[config.mk]
export PLATFORM = sky130hd
export DESIGN_NAME = invaders_dl_ctrl
export DESIGN_NICKNAME = d
export VERILOG_FILES = /design/src/rtl/invaders_pkg.sv /design/src/rtl/invaders_dl_buf.sv /design/src/rtl/invaders_dl_ctrl.sv
export SDC_FILE = /design/constraint.sdc
export NUM_CORES = 1
export LEC_CHECK = 0
export ABC_AREA = 1
export BUFFER_PORTS_ARGS = -buffer_cell sky130_fd_sc_hd__buf_2
export CORE_AREA = 5 5 127 129
export DETAILED_ROUTE_END_ITERATION = 7
export DIE_AREA = 0 0 132 134
export GPL_TIMING_DRIVEN = 0
export REMOVE_ABC_BUFFERS = 1
export SLEW_MARGIN = 20
export SYNTH_ARGS = -nofsm -noshare
export SYNTH_HDL_FRONTEND = slang
export SYNTH_SLANG_ARGS = --single-unit
[constraint.sdc]
create_clock -name clk_sys -period 3.2 [get_ports clk_sys]
set_input_delay 0.64 -clock clk_sys [delete_from_list [all_inputs] [get_ports clk_sys]]
set_output_delay 0.64 -clock clk_sys [all_outputs]
set_load 0.1 [all_outputs]
[src/rtl/invaders_pkg.sv]
// Shared types/constants for the Invaders HPS download controller.
// Holds the loader FSM state enum and the ioctl_index target codes.
package invaders_pkg;

  typedef enum logic [2:0] {
    IDLE,
    LOAD,
    DRAIN,
    HOLD,
    RUN
  } dl_state_t;

  localparam logic [7:0] IDX_ROM = 8'd0;
  localparam logic [7:0] IDX_MOD = 8'd1;
  localparam logic [7:0] IDX_DIP = 8'd254;

endpackage

[src/rtl/invaders_dl_buf.sv]
// One-entry holding buffer between the HPS byte stream and ROM memory.
// Ports: in_* push side (in_ready = empty or draining), out_* = dn_wr side.
module invaders_dl_buf (
  input  logic        clk_sys,
  input  logic        reset,
  input  logic        in_valid,
  input  logic [15:0] in_addr,
  input  logic [7:0]  in_data,
  output logic        in_ready,
  output logic        out_valid,
  output logic [15:0] out_addr,
  output logic [7:0]  out_data,
  input  logic        out_ready
);

  // A push may land in the same cycle the held entry is accepted.
  assign in_ready = !out_valid || out_ready;

  always_ff @(posedge clk_sys) begin
    if (reset) begin
      out_valid <= 1'b0;
      out_addr  <= '0;
      out_data  <= '0;
    end else if (in_valid && in_ready) begin
      out_valid <= 1'b1;
      out_addr  <= in_addr;
      out_data  <= in_data;
    end else if (out_valid && out_ready) begin
      out_valid <= 1'b0;
    end
  end

endmodule

[src/rtl/invaders_dl_ctrl.sv]
// HPS ioctl download controller: ROM byte stream, mod select, DIP bytes,
// core reset sequencing and download error flag.
// Ports: clk_sys/reset (sync, active-high); ioctl_* HPS side with
// ioctl_wait back-pressure; dn_* ROM write handshake; mod, sw_flat,
// core_rst, dl_err outputs. Define DL_CHECKSUM_EN to add rom_sum.
module invaders_dl_ctrl
  import invaders_pkg::*;
#(
  parameter int RST_HOLD  = 16,
  parameter int ROM_BYTES = 8192
) (
  input  logic        clk_sys,
  input  logic        reset,
  input  logic        ioctl_download,
  input  logic        ioctl_wr,
  input  logic [24:0] ioctl_addr,
  input  logic [7:0]  ioctl_dout,
  input  logic [7:0]  ioctl_index,
  output logic        ioctl_wait,
  output logic [15:0] dn_addr,
  output logic [7:0]  dn_data,
  output logic        dn_wr,
  input  logic        dn_ready,
  output logic [7:0]  mod,
  output logic [63:0] sw_flat,
  output logic        core_rst,
  output logic        dl_err
`ifdef DL_CHECKSUM_EN
  ,
  output logic [7:0]  rom_sum
`endif
);

  localparam logic [7:0]  HOLD_N = 8'(RST_HOLD);
  localparam logic [16:0] ROM_N  = 17'(ROM_BYTES);

  dl_state_t   state;
  logic [16:0] byte_cnt;
  logic [7:0]  hold_cnt;
  logic        in_load;
  logic        wr_rom;
  logic        buf_ready;
  logic        push;
  logic        drop;
  logic        enter_load;

  assign in_load    = (state == LOAD);
  assign wr_rom     = in_load && ioctl_wr && (ioctl_index == IDX_ROM);
  assign push       = wr_rom && buf_ready;
  assign drop       = wr_rom && !buf_ready;
  assign ioctl_wait = dn_wr && !dn_ready;
  assign enter_load = ioctl_download &&
                      (state == IDLE || state == HOLD || state == RUN);

  invaders_dl_buf u_buf (
    .clk_sys   (clk_sys),
    .reset     (reset),
    .in_valid  (push),
    .in_addr   (ioctl_addr[15:0]),
    .in_data   (ioctl_dout),
    .in_ready  (buf_ready),
    .out_valid (dn_wr),
    .out_addr  (dn_addr),
    .out_data  (dn_data),
    .out_ready (dn_ready)
  );

  always_ff @(posedge clk_sys) begin
    if (reset) begin
      state    <= IDLE;
      core_rst <= 1'b1;
      dl_err   <= 1'b0;
      mod      <= '0;
      sw_flat  <= '0;
      byte_cnt <= '0;
      hold_cnt <= '0;
    end else begin
      if (drop)
        dl_err <= 1'b1;
      if (in_load && ioctl_wr) begin
        if (ioctl_index == IDX_MOD)
          mod <= ioctl_dout;
        if (ioctl_index == IDX_DIP && ioctl_addr[24:3] == '0)
          sw_flat[{ioctl_addr[2:0], 3'b000} +: 8] <= ioctl_dout;
        if (wr_rom)
          byte_cnt <= byte_cnt + 17'd1;
      end
      if (enter_load) begin
        state    <= LOAD;
        core_rst <= 1'b1;
        byte_cnt <= '0;
        hold_cnt <= '0;
      end else begin
        unique case (state)
          IDLE: ;
          LOAD:
            if (!ioctl_download)
              state <= DRAIN;
          DRAIN:
            if (!dn_wr) begin
              state    <= HOLD;
              hold_cnt <= '0;
              if (byte_cnt != '0 && byte_cnt != ROM_N)
                dl_err <= 1'b1;
            end
          HOLD:
            if (hold_cnt + 8'd1 == HOLD_N) begin
              state    <= RUN;
              core_rst <= 1'b0;
            end else begin
              hold_cnt <= hold_cnt + 8'd1;
            end
          RUN: ;
          default: state <= IDLE;
        endcase
      end
    end
  end

`ifdef DL_CHECKSUM_EN
  always_ff @(posedge clk_sys) begin
    if (reset)
      rom_sum <= '0;
    else if (enter_load)
      rom_sum <= '0;
    else if (dn_wr && dn_ready)
      rom_sum <= rom_sum + dn_data;
  end
`endif

endmodule

==> results.yml <==
status:
  outcome: "completed"
worst_setup_path:
  critPathCaptureType: "register"
  regToRegEndpoint: "u_buf.out_addr[9]"
  cp.depth: 9
  cp.required_ns: 3.50
  timing.rr.start: "state[0]"
  worstSetupPathType: "input port to register"
  crit_chain: "buf_2, inv_1, ha_1, ha_1, inv_1, nor4_1, nand3_1, o21ai_0, nor2_1"
  slowest_delay_ns: 0.58
  cp_num_buf_inv: 3
  rr_worst_depth: 8
  cp_max_fanout: 16
  crit_start: "ioctl_addr[0]"
  r2r_slack_ns: 0.48
  worst_path_max_delay_cell: "sky130_fd_sc_hd__ha_1"
  critPathLaunchType: "input port"
  setup.worst_path.end: "sw_flat[34]"
  family_of_cells_with_the_greatest_summed_delay_on_the_critical_path: "simple AND/OR/NAND/NOR gates"
  worst_ep_arrival_time_ns: 3.12
logic_synthesis:
  synth_seq_cells: 127
  yosys_warnings: 0
  synth_adder_area_share_pct: 1.083
  yosys_most_used_dff: "sky130_fd_sc_hd__dfxtp_1"
  xor_xnor_cell_area_share_of_the_yosys_netlist_pct: 1.516
  postSynthAreaPerCell_sq_um: 6.945
  largest_family_of_logic_cells_by_synthesized_area: "simple AND/OR/NAND/NOR gates"
  synth-simple-area-share_pct: 28.71
  netlist.top_cell.by_area: "sky130_fd_sc_hd__dfxtp_1"
  synth_sequential_area_ratio_pct: 44.00
  synth_enable_flop_cells: 0
  synth.area.mux_share_pct: 0
  synth_top_cells_by_area: "sky130_fd_sc_hd__dfxtp_1 (44%), sky130_fd_sc_hd__nand2_1 (11%), sky130_fd_sc_hd__nor2_1 (8.9%), sky130_fd_sc_hd__inv_1 (7.7%), sky130_fd_sc_hd__a21oi_1 (6.5%)"
  total_standard_cell_area_after_synthesis_sq_mm: 0.005778
  compound_cell_area_share_of_the_yosys_netlist_pct: 13.53
  synthDominantCellAreaShare_pct: 44.00
  synth_cells: 832
  yosysUniqueCellTypes: 33
  async_reset_ff_share_pct: 0
grt:
  grt_pass1_wl_um: 25310
  grt_usage_pct: 17.61
  grt_pass1_vias: 4957
  grt_remaining_overflow: 0
  number_of_antenna_violations_at_the_first_check_in_global_routing: 0
  largest_net_degree_at_the_start_of_global_routing: 70
clock_tree:
  cts.clk_slew.worst_paths_ns: 0.06
  clock-sinks: 127
  cts_buffer_depth: 2
  clkLatencyLatePin_ns: 0.41
  htree_num_levels: 4
  cts_resized: 0
  hold_buffers: 0
  cts-buffers-inserted: 17
  cts_root_buf: "sky130_fd_sc_hd__clkbuf_16"
  cts_post_setup_buffers_inserted: 0
  cts_tree: "built"
die:
  floorplan.io_pins: 146
  floorplan.core_area_sq_mm: 0.01492
  initial_cell_density_of_the_core_pct: 38.73
  die_width_um: 132
  fp.dieH_um: 134
  row_count: 45
  dieArea_sq_mm: 0.01769
sta:
  max_slew.worst_pin.slew_ns: 0.8474
  setup_violations: 0
  timing.final.ws_setup_ns: 0.3814
  relSlewSlack_pct: 43.20
  period_needed_ns: 2.819
  worst_case_clock_skew_ns: 0.008040
  setup_repair_after_global_routing_missed_its_margin: "false"
  upper_clock_frequency_limit_mhz: 354.8
  fin_tns_setup_ns: 0
  timing_max_transition_violations_final: 0
  finalCritPeriodShare_pct: 88.08
  finalHoldViolCount: 0
placement:
  dp_hpwl_um: 11240
  dp_worst_setup_slack_ns: -0.08654
  numPortBuffers: 145
  placement.cell_area_sq_mm: 0.006613
  finalWeightedCongestion: 0.8567
finish:
  multi_input_comb_area_sq_mm: 0.002596
  nFillCells: 1548
  final_common_cell: "sky130_fd_sc_hd__nand2_1"
  antenna_cells_inserted: 0
  postLayoutCoreUtil_pct: 48.28
  finish.instance_area_sq_mm: 0.007203
  final_nets: 1017
  syn2layout_area_growth_pct: 24.66
  fraction_of_final_layout_cells_with_drive_strength_greater_than_1_pct: 20.94
  commonest_cells_after_routing_fill_and_taps_aside: "sky130_fd_sc_hd__nand2_1 (162), sky130_fd_sc_hd__buf_2 (145), sky130_fd_sc_hd__nor2_1 (137)"
  final-seq-area_sq_mm: 0.002542
drt:
  antenna_violating_nets_remaining: 0
  detailroute.via_count: 5404
  detail_route.vias_per_cell: 4.631
  drt-initial-drc-count: 303
  drt-total-wl_um: 15550
  wl_per_cell_um: 13.33
  drt_pre_antenna_iters: 5
  route.detailed.drc: 0
power_and_ir_drop:
  power.density_mw_per_mm2: 527.8
  ir_drop_mv: 0.3346
  finalPower_mw: 3.802
  leakagePower_nw: 3.410
flow_run:
  cap_viol_max_count: 0
hold_path:
  hp-class: "register to register"
worst reg2reg max path, stage by stage (launching register included):
cell and delay [ns]:
sky130_fd_sc_hd__dfxtp_1 0.45, sky130_fd_sc_hd__nand4_1 0.21, sky130_fd_sc_hd__nor3_2 0.62, sky130_fd_sc_hd__inv_2 0.31
sky130_fd_sc_hd__nor2_4 0.48, sky130_fd_sc_hd__buf_16 0.23, sky130_fd_sc_hd__inv_2 0.11, sky130_fd_sc_hd__nor2_1 0.14
sky130_fd_sc_hd__nor2_1 0.06
kinds of logic (layout without fill, tap and decap cells):
kind of cell / Yosys count / in the layout
flops: 127 / 127
xor+xnor: 10 / 10
fa+ha+maj: 5 / 5
compound gates: 150 / 150
buf+inv: 153 / 300
simple gates: 387 / 387
layout make-up:
cell class,count,area share [%]
clock buffer,17,5.906
clock inverter,15,2.293
inverter,121,6.357
multi-input combinational,552,36.04
sequential,127,35.30
tap,188,3.266
timing repair buffer,147,10.84
synth_stat cells (all sizes together) (2+ instances only):
cell type	number
inv	120
nand3	51
nor3	18
o21ai	65
a21oi	81
xor2	8
nor2	142
xnor2	2
dfxtp	127
buf	17
nand2	163
ha	5
o21bai	2
clkbuf	15
nand4	9
worst min-delay path by stage:
| stage | from | to | depth (start not counted) |
|---|---|---|---|
| finish | sw_flat[24] | sw_flat[24] | 2 |
| global route | sw_flat[28] | sw_flat[28] | 2 |
| CTS | sw_flat[28] | sw_flat[28] | 2 |
| detailed placement | sw_flat[28] | sw_flat[28] | 2 |
| global placement | sw_flat[28] | sw_flat[28] | 2 |
| floorplan | state[2] | state[2] | 2 |
where the power goes:
| part | internal [mW] | total (mW) | switching [mW] |
|---|---|---|---|
| Clock | 1.15 | 1.91 | 0.752 |
| Combinational | 0.0804 | 0.291 | 0.211 |
| Sequential | 1.59 | 1.60 | 0.0126 |
| Total | 2.83 | 3.80 | 0.976 |
registers in the layout, indices dropped and copies added, names as in the netlist:
register and cells:
dl_err 1, byte_cnt 17, sw_flat 64, state 3
u_buf.out_addr 16, u_buf.out_valid 1, mod 8, hold_cnt 8
u_buf.out_data 8, core_rst 1
per-stage QoR:
| step | std cells | hold slack, ns |
|---|---|---|
| 2_1_floorplan | 800 | 0.4436 |
| 3_3_place_gp | 1133 | 0.4339 |
| 3_5_place_dp | 1135 | 0.4354 |
| 4_1_cts | 1167 | 0.4444 |
| 5_1_grt | 1167 | 0.4618 |
| 6_report | 1167 | 0.4417 |
routing by layer:
metal / global-route usage (%) / up-vias / routed length, um
li1: - / 2903 / -
met1: 22.78 / 2393 / 7402
met2: 27.68 / 96 / 7122
met3: 5.926 / 12 / 868
met4: 5.829 / 0 / 160
met5: 0 / - / 0
Power figures use the tool's default switching activity.
